File: src/rtl/cpu_mem_pkg.sv
// -----------------------------------------------------------------------------
// cpu_mem_pkg
//   Shared definitions for the CPU memory path: memory-mapped IO addresses,
//   the bus arbiter state encoding and the grant encoding.
// -----------------------------------------------------------------------------
package cpu_mem_pkg;

    // Memory-mapped IO addresses
    localparam logic [31:0] UART_DATA_ADDR = 32'hBFD0_03F8;
    localparam logic [31:0] UART_STAT_ADDR = 32'hBFD0_03FC;
    localparam logic [31:0] LED_ADDR       = 32'hBFD0_0400;
    localparam logic [31:0] DPY_ADDR       = 32'hBFD0_0408;

    // Arbiter FSM states
    typedef enum logic [1:0] {
        IDLE   = 2'd0,
        ACCESS = 2'd1,
        RESP   = 2'd2
    } arb_state_t;

    // Which requester currently owns the MMU port
    typedef enum logic {
        GNT_IF  = 1'b0,
        GNT_MEM = 1'b1
    } grant_t;

endpackage

File: src/rtl/mem_bus_arbiter.sv
// -----------------------------------------------------------------------------
// mem_bus_arbiter
//   Shares the single MMU port between instruction fetch and the data-memory
//   stage. The data port has priority, but after MAX_DATA_STREAK consecutive
//   data grants with a fetch waiting, the fetch is forced through. MMU strobes
//   are held for WAIT_CYCLES+1 cycles, read data is captured into a per-port
//   register, and a one-cycle ready pulse goes back to the granted requester.
//
// Ports:
//   clk, rst            clock (rising edge), asynchronous active-high reset
//   if_req / if_addr    fetch request (word read), held until if_ready
//   if_ready / if_rdata one-cycle done pulse, registered fetch data
//   mem_req, mem_we, mem_byte, mem_addr, mem_wdata
//                       data request and qualifiers, held until mem_ready
//   mem_ready/mem_rdata one-cycle done pulse, registered load data
//   stall               high while any request is outstanding
//   mmu_read/mmu_write/mmu_addr/mmu_wdata/mmu_bytemode
//                       registered strobes and fields towards the MMU
//   mmu_rdata           read data returned by the MMU
// -----------------------------------------------------------------------------
module mem_bus_arbiter
    import cpu_mem_pkg::*;
#(
    parameter int unsigned WAIT_CYCLES     = 1,
    parameter int unsigned MAX_DATA_STREAK = 4
) (
    input  logic        clk,
    input  logic        rst,

    input  logic        if_req,
    input  logic [31:0] if_addr,
    output logic        if_ready,
    output logic [31:0] if_rdata,

    input  logic        mem_req,
    input  logic        mem_we,
    input  logic        mem_byte,
    input  logic [31:0] mem_addr,
    input  logic [31:0] mem_wdata,
    output logic        mem_ready,
    output logic [31:0] mem_rdata,

    output logic        stall,

    output logic        mmu_read,
    output logic        mmu_write,
    output logic [31:0] mmu_addr,
    output logic [31:0] mmu_wdata,
    output logic        mmu_bytemode,
    input  logic [31:0] mmu_rdata
);

    localparam logic [3:0] WAIT_INIT  = 4'(WAIT_CYCLES);
    localparam logic [3:0] STREAK_MAX = 4'(MAX_DATA_STREAK);

    arb_state_t  state_q,    state_d;
    grant_t      grant_q,    grant_d;
    logic [3:0]  wait_q,     wait_d;
    logic [3:0]  streak_q,   streak_d;

    logic        read_d,     write_d,  bytemode_d;
    logic [31:0] addr_d,     wdata_d;
    logic        if_ready_d, mem_ready_d;
    logic [31:0] if_rdata_d, mem_rdata_d;

    logic        take_mem;
    logic [31:0] sel_addr;

    // Data wins unless a fetch is waiting and the data streak is exhausted.
    assign take_mem = mem_req && !(if_req && (streak_q == STREAK_MAX));
    assign sel_addr = take_mem ? mem_addr : if_addr;

    assign stall = (if_req & ~if_ready) | (mem_req & ~mem_ready);

    // State and output registers
    always_ff @(posedge clk or posedge rst) begin
        if (rst) begin
            state_q      <= IDLE;
            grant_q      <= GNT_IF;
            wait_q       <= '0;
            streak_q     <= '0;
            mmu_read     <= 1'b0;
            mmu_write    <= 1'b0;
            mmu_addr     <= '0;
            mmu_wdata    <= '0;
            mmu_bytemode <= 1'b0;
            if_ready     <= 1'b0;
            mem_ready    <= 1'b0;
            if_rdata     <= '0;
            mem_rdata    <= '0;
        end else begin
            state_q      <= state_d;
            grant_q      <= grant_d;
            wait_q       <= wait_d;
            streak_q     <= streak_d;
            mmu_read     <= read_d;
            mmu_write    <= write_d;
            mmu_addr     <= addr_d;
            mmu_wdata    <= wdata_d;
            mmu_bytemode <= bytemode_d;
            if_ready     <= if_ready_d;
            mem_ready    <= mem_ready_d;
            if_rdata     <= if_rdata_d;
            mem_rdata    <= mem_rdata_d;
        end
    end

    // Next-state and next-output logic
    always_comb begin
        state_d     = state_q;
        grant_d     = grant_q;
        wait_d      = wait_q;
        streak_d    = streak_q;
        read_d      = mmu_read;
        write_d     = mmu_write;
        addr_d      = mmu_addr;
        wdata_d     = mmu_wdata;
        bytemode_d  = mmu_bytemode;
        if_ready_d  = 1'b0;
        mem_ready_d = 1'b0;
        if_rdata_d  = if_rdata;
        mem_rdata_d = mem_rdata;

        unique case (state_q)
            IDLE: begin
                if (if_req || mem_req) begin
                    state_d = ACCESS;
                    addr_d  = sel_addr;
                    // A UART data read pops the RX FIFO, so it must see exactly
                    // one strobe cycle whatever the configured wait.
                    wait_d  = (sel_addr == UART_DATA_ADDR) ? '0 : WAIT_INIT;
                    if (take_mem) begin
                        grant_d    = GNT_MEM;
                        read_d     = ~mem_we;
                        write_d    = mem_we;
                        wdata_d    = mem_wdata;
                        bytemode_d = mem_byte;
                        if (if_req) begin
                            streak_d = (streak_q == 4'hF) ? streak_q : streak_q + 4'd1;
                        end else begin
                            streak_d = '0;
                        end
                    end else begin
                        grant_d    = GNT_IF;
                        read_d     = 1'b1;
                        write_d    = 1'b0;
                        bytemode_d = 1'b0;
                        streak_d   = '0;
                    end
                end
            end

            ACCESS: begin
                if (wait_q != '0) begin
                    wait_d = wait_q - 4'd1;
                end else begin
                    if (mmu_read) begin
                        if (grant_q == GNT_IF) begin
                            if_rdata_d = mmu_rdata;
                        end else begin
                            mem_rdata_d = mmu_rdata;
                        end
                    end
                    read_d  = 1'b0;
                    write_d = 1'b0;
                    if (grant_q == GNT_IF) begin
                        if_ready_d = 1'b1;
                    end else begin
                        mem_ready_d = 1'b1;
                    end
                    state_d = RESP;
                end
            end

            RESP: begin
                state_d = IDLE;
            end

            default: begin
                state_d = IDLE;
            end
        endcase
    end

endmodule

File: config.mk
export PLATFORM = sky130hd
export DESIGN_NAME = mem_bus_arbiter
export DESIGN_NICKNAME = d
export VERILOG_FILES = /design/src/rtl/cpu_mem_pkg.sv /design/src/rtl/mem_bus_arbiter.sv
export SDC_FILE = /design/constraint.sdc
export NUM_CORES = 1
export LEC_CHECK = 0
export ABC_AREA = 1
export BUFFER_PORTS_ARGS = -buffer_cell sky130_fd_sc_hd__clkbuf_2
export CORE_ASPECT_RATIO = 0.8
export CORE_MARGIN = 2
export CORE_UTILIZATION = 48
export CTS_CLUSTER_SIZE = 10
export DETAILED_ROUTE_END_ITERATION = 16
export PLACE_DENSITY = 0.82
export SLEW_MARGIN = 20
export SYNTH_ARGS = -nofsm -noshare
export SYNTH_HDL_FRONTEND = slang
export SYNTH_SLANG_ARGS = --single-unit
File: constraint.sdc
create_clock -name clk -period 6.5 [get_ports clk]
set_input_delay 1.3 -clock clk [delete_from_list [all_inputs] [get_ports clk]]
set_output_delay 1.3 -clock clk [all_outputs]
set_load 0.02 [all_outputs]
### Word-level counts from Yosys, hierarchy flattened

Cells that the tools add are included.

| cells by class | value |
|---|---|
| add/subtract/negate cells | 2 |
| mux-type cells | 26 |
| equality and inequality tests | 8 |
| reduce and logical (&&, ||, !) cells | 15 |
| bitwise gates (word level) | 8 |

Operators by type and width:

| kind | number |
|---|---|
| 32-bit equality test, second input constant | 1 |
| 32-bit two-way mux | 1 |
| 4-bit two-way mux | 5 |
| 1-bit two-way mux | 14 |
| 3-bit AND reduction | 4 |
| 4-bit case mux with 2 select lines | 1 |
| 4-bit AND reduction | 2 |
| 2-bit inequality test, second input constant | 3 |
| 1-bit inverter | 5 |
| 4-bit by 1-bit adder with 4-bit output, second input constant | 1 |
| 4-bit by 3-bit equality test with 1-bit output, second input constant | 1 |
| 4-bit equality test, second input constant | 1 |
| 2-bit two-way mux | 2 |
| 1-bit case mux with 2 select lines | 2 |
| 2-bit case mux with 2 select lines | 1 |
| 2-bit AND reduction | 2 |
| 4-bit nonzero test | 1 |
| 4-bit by 1-bit subtractor with 4-bit output, second input constant | 1 |
| 3-bit inequality test, second input constant | 1 |
| 1-bit AND | 2 |
| 2-bit by 1-bit equality test with 1-bit output, second input constant | 1 |
| 1-bit logical AND | 2 |
| 2-bit logical NOT | 1 |
| 2-bit nonzero test | 1 |
| 3 further kinds | 3 |

| word-level totals | value |
|---|---|
| input port bits | 134 |
| logic and storage cells | 72 |
| register bits | 144 |

### Longest topological paths before layout

| depth | value |
|---|---|
| word-level depth | 9 |
| gate-level depth with buffers | 16 |

### Worst setup path after synthesis

OpenSTA, ideal clock, no wires.

| path | value |
|---|---|
| path kind | in2out |
| start | input port mem_req |
| end | output port stall |
| path slack | 3,031 ps |
| path buffers | 2 |
| stages on the path | 4 |
| arrival time | 2,169 ps |
| data required time | 5,200 ps |
| cell sequence | buf_2 > buf_1 > inv_1 > o22ai_1 |

| between the ends | value |
|---|---|
| cells in the longest elaborated chain, start to end | 2 |

Ends and longest elaborated chain:

| item | line | source |
|---|---|---|
| from (decl) | mem_bus_arbiter.sv:35 | `input logic mem_req,` |
| 1-bit AND | mem_bus_arbiter.sv:73 | `assign stall = (if_req & ~if_ready) \| (mem_req & ~mem_ready);` |
| 1-bit bitwise OR | mem_bus_arbiter.sv:73 |  |
| to (decl) | mem_bus_arbiter.sv:43 | `output logic stall,` |

Every way passes these cells.

### Worst setup path after layout

Same ends and word-level chain as after synthesis.

==> results.txt <==
Seq/Total Area, Yosys: 0.5857
Crit path max fanout: 26
Post-synthesis mux area share: 0.1208
Syn. warnings: 0
Largest cells by area after synthesis: dfrtp_1, nand2_1, mux2_2
Maximum clock frequency: 290.2 MHz
Vias in the first global route: 4789
WP data arrival: 2150 ps
Hold path start: if_rdata[14]
PwrDens: 532.1 nW/um^2
Syn Area/Cell: 10.37 um^2
Global route overflow: 0
Die Height: 105.3 um
Final worst path period share: 0.5301
Min Tclk post-route: 3446 ps
Fraction of layout cells with a size suffix above 1: 0.4139
Yosys cell types: 32
Final Cell Area: 8149 um^2
R2r startpoint: streak_q[0]
Share of total power in the clock network: 0.217
Netlist Area Pre-Place: 6152 um^2
Area delta synth->final: 32.46%
Worst-Margin Slew: 933.3 ps
Crit start category: primary input
Setup TNS Final: 0 ps
Crit-path slowest cell: clkbuf_2
Root Driver: clkbuf_16
P_leak: 4.297 nW
Fin. max-slew vios: 0
Rows: 36
Via count: 5049
Pre-antenna DRT Iters: 5
CTS tree: yes
Post-synthesis cell count: 593
Core ar.: 12340 um^2
Largest family of logic cells by synthesized area: simple AND/OR/NAND/NOR gates
Clock buffer depth: 2
I/O pins: 268
Antenna-violating nets left: 0
Most common cell in the netlist: dfrtp_1
Total internal power: 2.538 mW
Synth cell count leaders: dfrtp_1, nand2_1, inv_1
Post-CTS setup buffer count: 0
Largest net degree at the start of global routing: 78
Combinational Power Share: 0.416
Worst skew pair latency: 410 ps
Max-cap viol count: 0
Post-synth top area share: 0.5857
First-pass GRT wire length: 23370 um
Yosys reg bits: 144
Wirelength, routed: 14950 um
Post-synthesis compound-gate area fraction: 0.07383
Post-DR wirelength/cell: 14.43 um
Final hold vios: 0
Slew HR: 0.3778
Worst Path Required: 5200 ps
Async S/R FF share, synth: 1.000
Nets: 990
Largest area contributor in the netlist: dfrtp_1
Switch Pwr: 1.798 mW
Post-Synth Adder-Cell Area: 0.008135
Inserted Clock Buffers: 17
Worst Hold Class: reg2reg
DRC violations left: 0
Cell mode on critical path: clkbuf_2
Sw frac: 0.4147
Critical path class: in2out
Sequential Power Share: 0.367
Hold Buf Count CTS: 0
# resized after CTS: 0
Clock slew seen by the registers of the worst setup and hold paths: 60 ps
EDFF count, synth: 0
Post-synthesis xor/xnor area fraction: 0.002847
Syn nets: 731
Tot GR Track Use: 0.2186
Iter 0 DRT Violations: 243
RSZ-0062 raised after global routing: false
Initial antenna violation count: 0
N_diodes: 0
Htree depth: 4
Setup crit end kind: output port
Crit path from: mem_req
Main synth FF type: dfrtp_1
Global placer's final weighted congestion: 0.9166
Dpl cell area: 7565 um^2
Post-DR vias/cell: 4.874
PortBufs: 267
Final setup viols: 0
Crit path cell chain: clkbuf_2 > inv_1 > o22ai_1 > clkbuf_2
Simple-gate portion of the synthesized area: 0.1501
Die X: 130.6 um
Max VDD drop: 0.0002396 V
Status: finished, final reports clean
Clock skew: 8.642 ps
Initial core utilization: 0.4985
Die area: 13740 um^2
Hpwl dp: 11300 um
Max incr delay on CP: 440 ps
Clk sink count: 144
## layout make-up
class / count / area (um^2)
clock buffer: 18 / 439.2
clock inverter: 14 / 145.1
fill: 973 / 4193
inverter: 52 / 200.2
multi-input combinational: 368 / 2196
sequential: 144 / 3603
tap: 171 / 214.0
timing repair buffer: 269 / 1351
## per-layer routing
metal / up-vias / GRT usage / wire length, um
li1: 2470 / - / -
met2: 206 / 0.3620 / 7306
met5: - / 0 / 0
met1: 2353 / 0.2771 / 6165
met3: 20 / 0.06650 / 1256
met4: 0 / 0.06383 / 220
## flip-flops by register name, indices dropped and copies added (netlist names)
name          count
mmu_addr         32
mmu_write         1
mem_ready         1
streak_q          4
wait_q            4
mmu_bytemode      1
grant_q           1
state_q           2
mmu_wdata        32
mmu_read          1
if_ready          1
mem_rdata        32
if_rdata         32
## cells in the final DEF, fill, tap and decap left out, types with 5 or more instances in the layout
master / instances
clkbuf_16: 17
nor2_1: 45
o21ai_1: 19
nand2_1: 117
clkbuf_2: 267
dfrtp_1: 144
inv_6: 6
mux2_2: 34
mux2_1: 32
o21ai_0: 22
nand3b_1: 7
nand3_1: 26
inv_2: 5
inv_1: 46
a31oi_1: 17
a21oi_1: 18
## per-stage QoR
stage	total power, mW	util	hold WS, ps	worst slack (ps)	instances
6_report	4.336	0.6603	488.5	3054	1036
5_1_grt	4.625	0.6603	512.9	2986	1036
4_1_cts	4.381	0.6603	493.6	3049	1036
3_5_place_dp	3.419	0.6129	478.1	2901	1004
3_3_place_gp	3.356	0.6129	466.1	2967	1004
2_1_floorplan	2.760	-	451.7	1334	593
## critical path: cells and delay by family
family          cells  cell delay [ps]
compound gates      1              130
buf+inv             3              710
## path summary, 6_finish.rpt
kind | slack [ps] | cells past startpoint | end
max | 3050 | 4 | stall
min | 490 | 1 | if_rdata[14]
max reg2reg | 3800 | 9 | mmu_wdata[13]
min reg2reg | 490 | 1 | if_rdata[14]
max in group asynchronous | 4160 | 3 | if_rdata[31]
min in group asynchronous | 960 | 2 | mmu_wdata[7]
## cells by family (layout without fill, tap and decap cells)
kind of cell,after synthesis,count (layout)
simple gates,213,213
compound gates,83,83
flops,144,144
mux,66,66
xor+xnor,2,2
fa+ha+maj,4,4
buf+inv,81,353
## power by group through the flow
stage               Sequential, mW  Clock [mW]  Combinational [mW]
detailed placement            1.60           0                1.82
global route                  1.65        1.01                1.97
finish                        1.59       0.942                1.80
CTS                           1.59       0.966                1.82
global placement              1.58           0                1.78
floorplan                     2.08           0               0.679
No activity file was read; power rests on OpenSTA's default activity.
